==> src/rtl/timer_entry_ctrl_if.sv <==
// Keypad/timer-side signal bundle for timer_entry_ctrl.
// master: keypad, clear and magnetron/timer status sources (top level or bench).
// slave : timer_entry_ctrl itself.
interface timer_entry_ctrl_if;
  logic [9:0] keypad;
  logic       clearn;
  logic       mag_on;
  logic       timer_zero;
  logic [3:0] timer_d;
  logic [1:0] load_sel;
  logic       loadn;
  logic       pgt_1Hz;
  logic [3:0] entry_min;
  logic [3:0] entry_tens;
  logic [3:0] entry_ones;
  logic       entry_err;

  modport master (
    output keypad, clearn, mag_on, timer_zero,
    input  timer_d, load_sel, loadn, pgt_1Hz,
    input  entry_min, entry_tens, entry_ones, entry_err
  );

  modport slave (
    input  keypad, clearn, mag_on, timer_zero,
    output timer_d, load_sel, loadn, pgt_1Hz,
    output entry_min, entry_tens, entry_ones, entry_err
  );
endinterface

==> src/rtl/timer_entry_ctrl.sv <==
// Microwave keypad entry and timer load sequencer.
// Decodes one-hot keypad presses into a 3-digit shift-in entry, serially loads
// the digits into the min/sec timer after each accepted key, and generates the
// timer's 1 Hz count tick while the magnetron runs.
// Optional feature macro: TIMER_ENTRY_TENS_CHECK_EN -- reject keys that would
// shift a digit greater than 5 into the seconds-tens position (pulses entry_err).
module timer_entry_ctrl #(
  parameter int unsigned TICK_DIV = 1000
) (
  input  logic              clk,
  input  logic              reset,
  timer_entry_ctrl_if.slave bus
);

  localparam int unsigned CW = (TICK_DIV > 2) ? $clog2(TICK_DIV) : 1;
  localparam logic [CW-1:0] PRESC_LAST = CW'(TICK_DIV - 1);

  typedef enum logic [2:0] {
    IDLE,
    ENTRY,
    LD_ONES,
    LD_TENS,
    LD_MIN,
    RUN,
    PAUSE
  } state_e;

  state_e        state_q, state_d;
  logic [9:0]    kq_q, kq_d;
  logic [9:0]    kp_q, kp_d;
  logic [3:0]    min_q, min_d;
  logic [3:0]    tens_q, tens_d;
  logic [3:0]    ones_q, ones_d;
  logic [1:0]    digit_count_q, digit_count_d;
  logic [CW-1:0] presc_q, presc_d;
  logic          err_q, err_d;

  logic          kq_one_hot;
  logic          press_evt;
  logic [3:0]    press_digit;
  logic          key_reject;
  logic          tick;

  // Press detection: a fresh single key (exactly one-hot now, nothing pressed last sample).
  always_comb begin
    kq_one_hot  = (kq_q != '0) && ((kq_q & (kq_q - 10'd1)) == '0);
    press_evt   = kq_one_hot && (kp_q == '0);
    press_digit = '0;
    for (int unsigned k = 0; k < 10; k++) begin
      if (kq_q[k]) press_digit = 4'(k);
    end
  end

  // Key validity: the incoming shift moves the current ones digit into seconds tens.
`ifdef TIMER_ENTRY_TENS_CHECK_EN
  always_comb key_reject = (ones_q > 4'd5);
`else
  always_comb key_reject = 1'b0;
`endif

  // Count tick is a pure decode of the registered prescaler while running.
  always_comb tick = (state_q == RUN) && (presc_q == PRESC_LAST);

  // Keypad sampling pipeline.
  always_comb begin
    kq_d = bus.keypad;
    kp_d = kq_q;
  end

  // Next-state, entry, prescaler and error-pulse logic.
  // Priority: clear (outside RUN) > magnetron start > key event.
  always_comb begin
    state_d       = state_q;
    min_d         = min_q;
    tens_d        = tens_q;
    ones_d        = ones_q;
    digit_count_d = digit_count_q;
    presc_d       = presc_q;
    err_d         = 1'b0;

    unique case (state_q)
      IDLE, ENTRY, PAUSE: begin
        if (bus.mag_on) begin
          state_d = RUN;
        end else if (press_evt && (state_q != PAUSE)) begin
          if (key_reject) begin
            err_d = 1'b1;
          end else begin
            min_d         = tens_q;
            tens_d        = ones_q;
            ones_d        = press_digit;
            digit_count_d = (digit_count_q == 2'd3) ? 2'd3 : digit_count_q + 2'd1;
            state_d       = LD_ONES;
          end
        end
      end
      LD_ONES: state_d = LD_TENS;
      LD_TENS: state_d = LD_MIN;
      // A start request seen during the burst is honoured once the load completes.
      LD_MIN:  state_d = bus.mag_on ? RUN : ENTRY;
      RUN: begin
        presc_d = tick ? '0 : presc_q + CW'(1);
        if (!bus.mag_on) begin
          if (bus.timer_zero) begin
            state_d       = IDLE;
            min_d         = '0;
            tens_d        = '0;
            ones_d        = '0;
            digit_count_d = '0;
          end else begin
            state_d = PAUSE;
          end
        end
      end
      default: state_d = IDLE;
    endcase

    if (!bus.clearn && (state_q != RUN)) begin
      state_d       = IDLE;
      min_d         = '0;
      tens_d        = '0;
      ones_d        = '0;
      digit_count_d = '0;
      presc_d       = '0;
      err_d         = 1'b0;
    end
  end

  // State and data registers with synchronous reset.
  always_ff @(posedge clk) begin
    if (reset) begin
      state_q       <= IDLE;
      kq_q          <= '0;
      kp_q          <= '0;
      min_q         <= '0;
      tens_q        <= '0;
      ones_q        <= '0;
      digit_count_q <= '0;
      presc_q       <= '0;
      err_q         <= 1'b0;
    end else begin
      state_q       <= state_d;
      kq_q          <= kq_d;
      kp_q          <= kp_d;
      min_q         <= min_d;
      tens_q        <= tens_d;
      ones_q        <= ones_d;
      digit_count_q <= digit_count_d;
      presc_q       <= presc_d;
      err_q         <= err_d;
    end
  end

  // Moore output decode of the load burst.
  always_comb begin
    bus.loadn    = 1'b1;
    bus.load_sel = 2'd0;
    bus.timer_d  = 4'd0;
    unique case (state_q)
      LD_ONES: begin
        bus.loadn    = 1'b0;
        bus.load_sel = 2'd0;
        bus.timer_d  = ones_q;
      end
      LD_TENS: begin
        bus.loadn    = 1'b0;
        bus.load_sel = 2'd1;
        bus.timer_d  = tens_q;
      end
      LD_MIN: begin
        bus.loadn    = 1'b0;
        bus.load_sel = 2'd2;
        bus.timer_d  = min_q;
      end
      default: ;
    endcase
  end

  // Remaining registered outputs.
  always_comb begin
    bus.pgt_1Hz    = tick;
    bus.entry_min  = min_q;
    bus.entry_tens = tens_q;
    bus.entry_ones = ones_q;
    bus.entry_err  = err_q;
  end

endmodule

==> src/flat_wrapper.sv <==
// flat-port wrapper written by rule: the top's interface ports become plain ports
module timer_entry_ctrl_flat 
#(
  parameter int unsigned TICK_DIV = 1000
)
  (clk, reset, bus_keypad, bus_clearn, bus_mag_on, bus_timer_zero, bus_timer_d, bus_load_sel, bus_loadn, bus_pgt_1Hz, bus_entry_min, bus_entry_tens, bus_entry_ones, bus_entry_err);
  timer_entry_ctrl_if bus_i ();
  input  logic clk;
  input  logic reset;
  input wire logic [$bits(bus_i.keypad)-1:0] bus_keypad;
  input wire logic [$bits(bus_i.clearn)-1:0] bus_clearn;
  input wire logic [$bits(bus_i.mag_on)-1:0] bus_mag_on;
  input wire logic [$bits(bus_i.timer_zero)-1:0] bus_timer_zero;
  output wire logic [$bits(bus_i.timer_d)-1:0] bus_timer_d;
  output wire logic [$bits(bus_i.load_sel)-1:0] bus_load_sel;
  output wire logic [$bits(bus_i.loadn)-1:0] bus_loadn;
  output wire logic [$bits(bus_i.pgt_1Hz)-1:0] bus_pgt_1Hz;
  output wire logic [$bits(bus_i.entry_min)-1:0] bus_entry_min;
  output wire logic [$bits(bus_i.entry_tens)-1:0] bus_entry_tens;
  output wire logic [$bits(bus_i.entry_ones)-1:0] bus_entry_ones;
  output wire logic [$bits(bus_i.entry_err)-1:0] bus_entry_err;
  assign bus_i.keypad = bus_keypad;
  assign bus_i.clearn = bus_clearn;
  assign bus_i.mag_on = bus_mag_on;
  assign bus_i.timer_zero = bus_timer_zero;
  assign bus_timer_d = bus_i.timer_d;
  assign bus_load_sel = bus_i.load_sel;
  assign bus_loadn = bus_i.loadn;
  assign bus_pgt_1Hz = bus_i.pgt_1Hz;
  assign bus_entry_min = bus_i.entry_min;
  assign bus_entry_tens = bus_i.entry_tens;
  assign bus_entry_ones = bus_i.entry_ones;
  assign bus_entry_err = bus_i.entry_err;
  timer_entry_ctrl #(.TICK_DIV(TICK_DIV)) u_core (.clk(clk), .reset(reset), .bus(bus_i));
endmodule
==> config.mk <==
export PLATFORM = sky130hd
export DESIGN_NAME = timer_entry_ctrl_flat
export DESIGN_NICKNAME = d
export VERILOG_FILES = /design/src/rtl/timer_entry_ctrl_if.sv /design/src/rtl/timer_entry_ctrl.sv /design/src/flat_wrapper.sv
export SDC_FILE = /design/constraint.sdc
export NUM_CORES = 1
export LEC_CHECK = 0
export CORE_ASPECT_RATIO = 0.5
export CORE_MARGIN = 2
export CORE_UTILIZATION = 50
export CTS_CLUSTER_DIAMETER = 150
export DETAILED_ROUTE_END_ITERATION = 7
export PLACE_DENSITY = 0.78
export SETUP_SLACK_MARGIN = 0.1
export SYNTH_ARGS = -nofsm -noshare
export SYNTH_HDL_FRONTEND = slang
export SYNTH_SLANG_ARGS = --single-unit
==> constraint.sdc <==
create_clock -name clk -period 2.7 [get_ports clk]
set_input_delay 0.54 -clock clk [delete_from_list [all_inputs] [get_ports clk]]
set_output_delay 0.54 -clock clk [all_outputs]
set_load 0.02 [all_outputs]
Yosys cells after proc, flatten, opt, wreduce, memory -nomap -nowiden
Cells that the tools add are included.
Cells by class
  add/subtract/negate cells: 2
  $mul: 0
  divide/modulo/power cells: 0
  order comparisons: 0
  eq/ne operators: 14
  shift operators: 0
  multiplexer cells: 30
  bitwise logic cells: 1
  reductions and logical operators: 16
Operators with widths (number)
  two-way mux 4 bit: 16
  one-hot mux 4 bit (2 select lines): 3
  zero test 10 bit: 2
  two-way mux 3 bit: 5
  one-hot mux 3 bit (5 select lines): 1
  one-hot mux 4 bit (3 select lines): 1
  adder 10 x 1 -> 10 bit, second input constant: 1
  bitwise AND 10 bit: 1
  equality test 10 bit, second input constant: 1
  two-way mux 10 bit: 1
  nonzero test 10 bit: 1
  subtractor 10 x 1 -> 10 bit, second input constant: 1
  equality test 3 bit, second input constant: 3
  equality test 3 x 2 -> 1 bit, second input constant: 2
  != test 2 bit, second input constant: 3
  != test 3 bit, second input constant: 2
  OR reduction 3 bit: 2
  logical AND 1 bit: 5
  AND reduction 5 bit: 1
  one-hot mux 2 bit (2 select lines): 1
  equality test 3 x 1 -> 1 bit, second input constant: 1
  zero test 3 bit: 1
  != test 3 x 2 -> 1 bit, second input constant: 1
  two-way mux 1 bit: 2
  5 further kinds: 5
Storage, ports and cells
  register bits after elaboration: 45
  bits in latches: 0
  memory bits (writable): 0
  memory bits (read-only): 0
  output and inout port bits: 21
  word-level logic and storage cells: 70
  memories kept: 0

Depth between registers and ports, before layout
  word-level depth: 12
  depth in mapped cells: 7

Worst setup path before layout
Ideal clock, no wire load.
  path type: reg2out
  from: register u_core.state_q[1]
  to: output bus_timer_d[0]
  arrival: 1.691 ns
  data required time: 2.160 ns
  slack: 0.469 ns
  stages on the path, launching flop included: 8
  cell sequence: dfxtp_1 > clkbuf_1 > nor2b_1 > clkbuf_1 > and2_1 > clkbuf_1 > nand2_1 > o21ai_0
On the way
  longest elaborated chain between the ends: 2
  elaborated cells on any way between the ends: 4
  classes of those cells: eq/ne: 3; mux: 1
RTL lines
  start, declared: RTL line timer_entry_ctrl.sv:28  | state_e state_q, state_d;
  start signal, assigned: RTL line timer_entry_ctrl.sv:142  | state_q <= state_d;
  equality test 3 bit or equality test 3 x 2 -> 1 bit (tied branches): RTL line timer_entry_ctrl.sv:159  | unique case (state_q)
  one-hot mux 4 bit (3 select lines) (*): RTL line timer_entry_ctrl.sv:159
  end, declared: RTL line flat_wrapper.sv:14  | output wire logic [$bits(bus_i.timer_d)-1:0] bus_timer_d;
Mark *: on every way between the ends. The rest lies on a longest branch, timed or not.

Worst setup path in the final report
  from: register u_core.state_q[1]
  to: output bus_pgt_1Hz
On the way
  longest elaborated chain between the ends: 2
RTL lines
  equality test 3 bit: RTL line timer_entry_ctrl.sv:62  | always_comb tick = (state_q == RUN) && (presc_q == PRESC_LAST);
  logical AND 1 bit: RTL line timer_entry_ctrl.sv:62
  end, declared: RTL line flat_wrapper.sv:17  | output wire logic [$bits(bus_i.pgt_1Hz)-1:0] bus_pgt_1Hz;
No other way between the ends.

==> summary.md <==
| Metric | Value |
|---|---|
| Worst-path clk slew | around 0.080 ns |
| Worst R2R Start | u_core.kp_d[3] |
| Combinational family with the most area after synthesis | simple AND/OR/NAND/NOR gates |
| Gr busiest metal | met2 |
| Worst Path Required | ~2.2 ns |
| PwrDens | around 500 nW/µm² |
| Met3 usage | 0.0598 |
| Site Rows | 15 |
| Worst-Skew Late Latency | ~0.29 ns |
| Final slew viol count | 0 |
| Drt total wl | between 3000 and 4000 µm |
| Setup Fix Bufs, Post-CTS | 0 |
| Pleak | 0.918 nW |
| Crit end category | output port |
| Pin count of the biggest net entering global routing | 22 |
| Die width | ~92 µm |
| Vias in the first global route | between 1000 and 1500 |
| Hold depth | 2 |
| VDD IR max | about 0.3 mV |
| Num ports | 36 |
| Tot GR Track Use | 0.181 |
| # diodes | 0 |
| Number of H-tree levels | 2 |
| 1st-pass router iterations | 4 |
| Crit. Startpoint | u_core.state_q[1] |
| Share of layout cells above drive strength 1 | 0.0939 |
| CTS tree | yes |
| First-pass GRT wire length | between 6000 and 7000 µm |
| GP Congestion | just over 0.8 |
| Adder-cell share of the synthesized area | 0.0117 |
| Wirelength per Cell | about 13 µm |
| Synth top area cells | dfxtp_1 47%, nor2b_1 6.5%, nor2_1 3.7%, a22o_1 3.6%, nand2_1 3.3% |
| Vias | ~1600 |
| Grt total ovfl | 0 |
| Post-synthesis register bit count | 45 |
| Initial antenna violation count | 0 |
| Core area | 3570 µm² |
| Worst Setup Start Kind | register |
| Met2 usage | 0.321 |
| Detailed placement HPWL | between 2000 and 3000 µm |
| Die H | 47.9 µm |
| Longest Clk Path Bufs | 2 |
| Post-Syn Area per Cell | 9.16 µm² |
| Worst Hold Class | reg -> reg |
| Area growth from synthesis to layout | 25.2% |
| Maxcap violations | 0 |
| Post-synth EDFFs | 0 |
| Compound-Gate Fraction of Synth Area | 0.165 |
| Top FF cell, synth | dfxtp_1 |
| Slew at the pin with the worst max-slew slack | 0.587 ns |
| Met1 GRT Util | 0.215 |
| Starting density of the core | 0.539 |
| Die area | between 4000 and 5000 µm² |
| Portion of netlist area occupied by mux cells | 0 |
| Seq/Total Area, Yosys | 0.468 |
| Hold slack | approximately 0.50 ns |
| Synth Area in Simple Gates | 0.271 |
| Worst Hold End | u_core.presc_q[1] |
| Maximum clock rate | 406 MHz |
| Sum Neg Setup Slack | 0 ns |
| Final worst path period share | 0.912 |
| Final Hold Fails | 0 |
| Syn_nets | 226 |
| Async S/R FF share, synth | 0 |
| CTS Sinks | 45 |
| Final nets | around 260 |
| Status | finished clean |
| Setup violators final | 0 |
| IO buf count | 34 |
| Synth Cell Area | about 1900 µm² |
| CP Data Arrival Time | 1.92 ns |
| Netlist cell types | 44 |
| Total CTS buffers | 5 |
| DR iter-0 viols | 76 |
| Area leader, netlist | dfxtp_1 |
| Detailed-route DRC error count | 0 |
| Top cell type's share of synthesized area | 0.468 |
| Worst Skew | about 0.010 ns |
| Post-synthesis xor/xnor area fraction | 0.0364 |
| Mapped Cells | 210 |
| Slew HR | 0.608 |
| Unrepaired setup endpoints after global routing | no |
| YS warnings | 0 |
| Min-Delay Startpoint | u_core.presc_q[1] |
| Period minus WS final | about 2.5 ns |
| Reg2reg end | u_core.bus.entry_tens[3] |
| Routed Antenna Nets | 0 |
| Root Buffer | clkbuf_8 |
| Max FO, Critical Path | 11 |
| Depth of the most critical reg-to-reg path | 5 |
| Kind of critical path | reg -> out |
| Reg-to-reg setup timing slack | between 0.4 and 0.5 ns |
| Vias per cell | 5.42 |
| # hold bufs at CTS | 0 |
[timing repair]
item	CTS	global route
pin swaps	0	0
resized for setup	4	6
setup endpoints to repair	6	4
gates cloned	0	0
[cells in the final DEF (no fill, tap or decap), types with 5 or more instances in the layout]
master | netlist | final
clkbuf_8 | 0 | 5
clkdlybuf4s50_1 | 0 | 29
a22o_1 | 8 | 8
inv_1 | 6 | 6
dfxtp_1 | 45 | 44
nor3_1 | 6 | 6
nor2b_1 | 20 | 19
nor2_1 | 19 | 18
buf_4 | 2 | 5
nand3_1 | 9 | 9
o21ai_0 | 6 | 6
nand2_1 | 17 | 17
nor4_1 | 5 | 5
[flip-flops by register name, indices dropped and copies added (netlist names)]
register	count
u_core.bus.entry_tens	4
u_core.kp_q	10
u_core.state_q	3
u_core.kp_d	10
u_core.bus.entry_min	4
u_core.presc_q	10
u_core.bus.entry_ones	4
[cell usage after synthesis (all sizes together), types with 5 or more instances]
cell type	n
a21oi	5
a22o	8
clkbuf	7
dfxtp	45
inv	6
nand2	17
nand3	9
nor2	19
nor2b	20
nor3	6
nor4	7
o21ai	7
[area by class of cell]
type,instances,area [µm²]
Sequential cell,45,902
Inverter,6,22.5
Multi-Input combinational cell,148,947
Tap cell,51,63.8
Fill cell,295,1160
Timing Repair Buffer,39,387
Clock buffer,5,68.8
Clock inverter,2,16.3
[power by group]
| group | total, W | internal, W | switching [W] |
|---|---|---|---|
| clock network | 0.000397 | 0.000178 | 0.000219 |
| registers | 0.000696 | 0.000680 | 0.0000163 |
| logic | 0.000120 | 0.0000584 | 0.0000612 |
| total | 0.00121 | 0.000916 | 0.000296 |
[metrics by stage]
stage               utilization  area (µm²)  setup WS (ns)  std cells  total power (W)
floorplan                     -        1920          0.469        210         0.000787
global placement          0.645        2300          0.280        289         0.000825
detailed placement        0.645        2300          0.199        289         0.000829
CTS                       0.670        2390          0.153        296          0.00122
global route              0.675        2410          0.147        296          0.00127
finish                    0.675        2410          0.238        296          0.00121
[worst max-delay path, stage by stage, from the launching register on]
cell,delay [ns]
dfxtp_2,0.38
and3b_2,0.29
nand3_1,0.11
or3_1,0.43
inv_1,0.08
dlygate4sd2_1,0.33
[layer usage]
layer	wire, µm	share of wire
met4	21	0.0056
met3	164	0.043
met5	0	0
met1	1780	0.47
met2	1820	0.48
[how the worst max path moves through the flow]
| stage | depth (start not counted) | endpoint |
|---|---|---|
| 2_1_floorplan | 7 | bus_timer_d[0] |
| 3_3_place_gp | 5 | bus_pgt_1Hz |
| 3_5_place_dp | 5 | bus_pgt_1Hz |
| 4_1_cts | 5 | bus_timer_d[0] |
| 5_1_grt | 5 | bus_pgt_1Hz |
| 6_report | 5 | bus_pgt_1Hz |
[cell families (layout without fill, tap and decap cells)]
group | after synthesis | after routing
fa+ha+maj | 2 | 2
flops | 45 | 45
other cells | 1 | 1
compound gates | 42 | 42
xor+xnor | 8 | 8
buf+inv | 17 | 52
simple gates | 95 | 95
(Power assumes the default switching activity.)
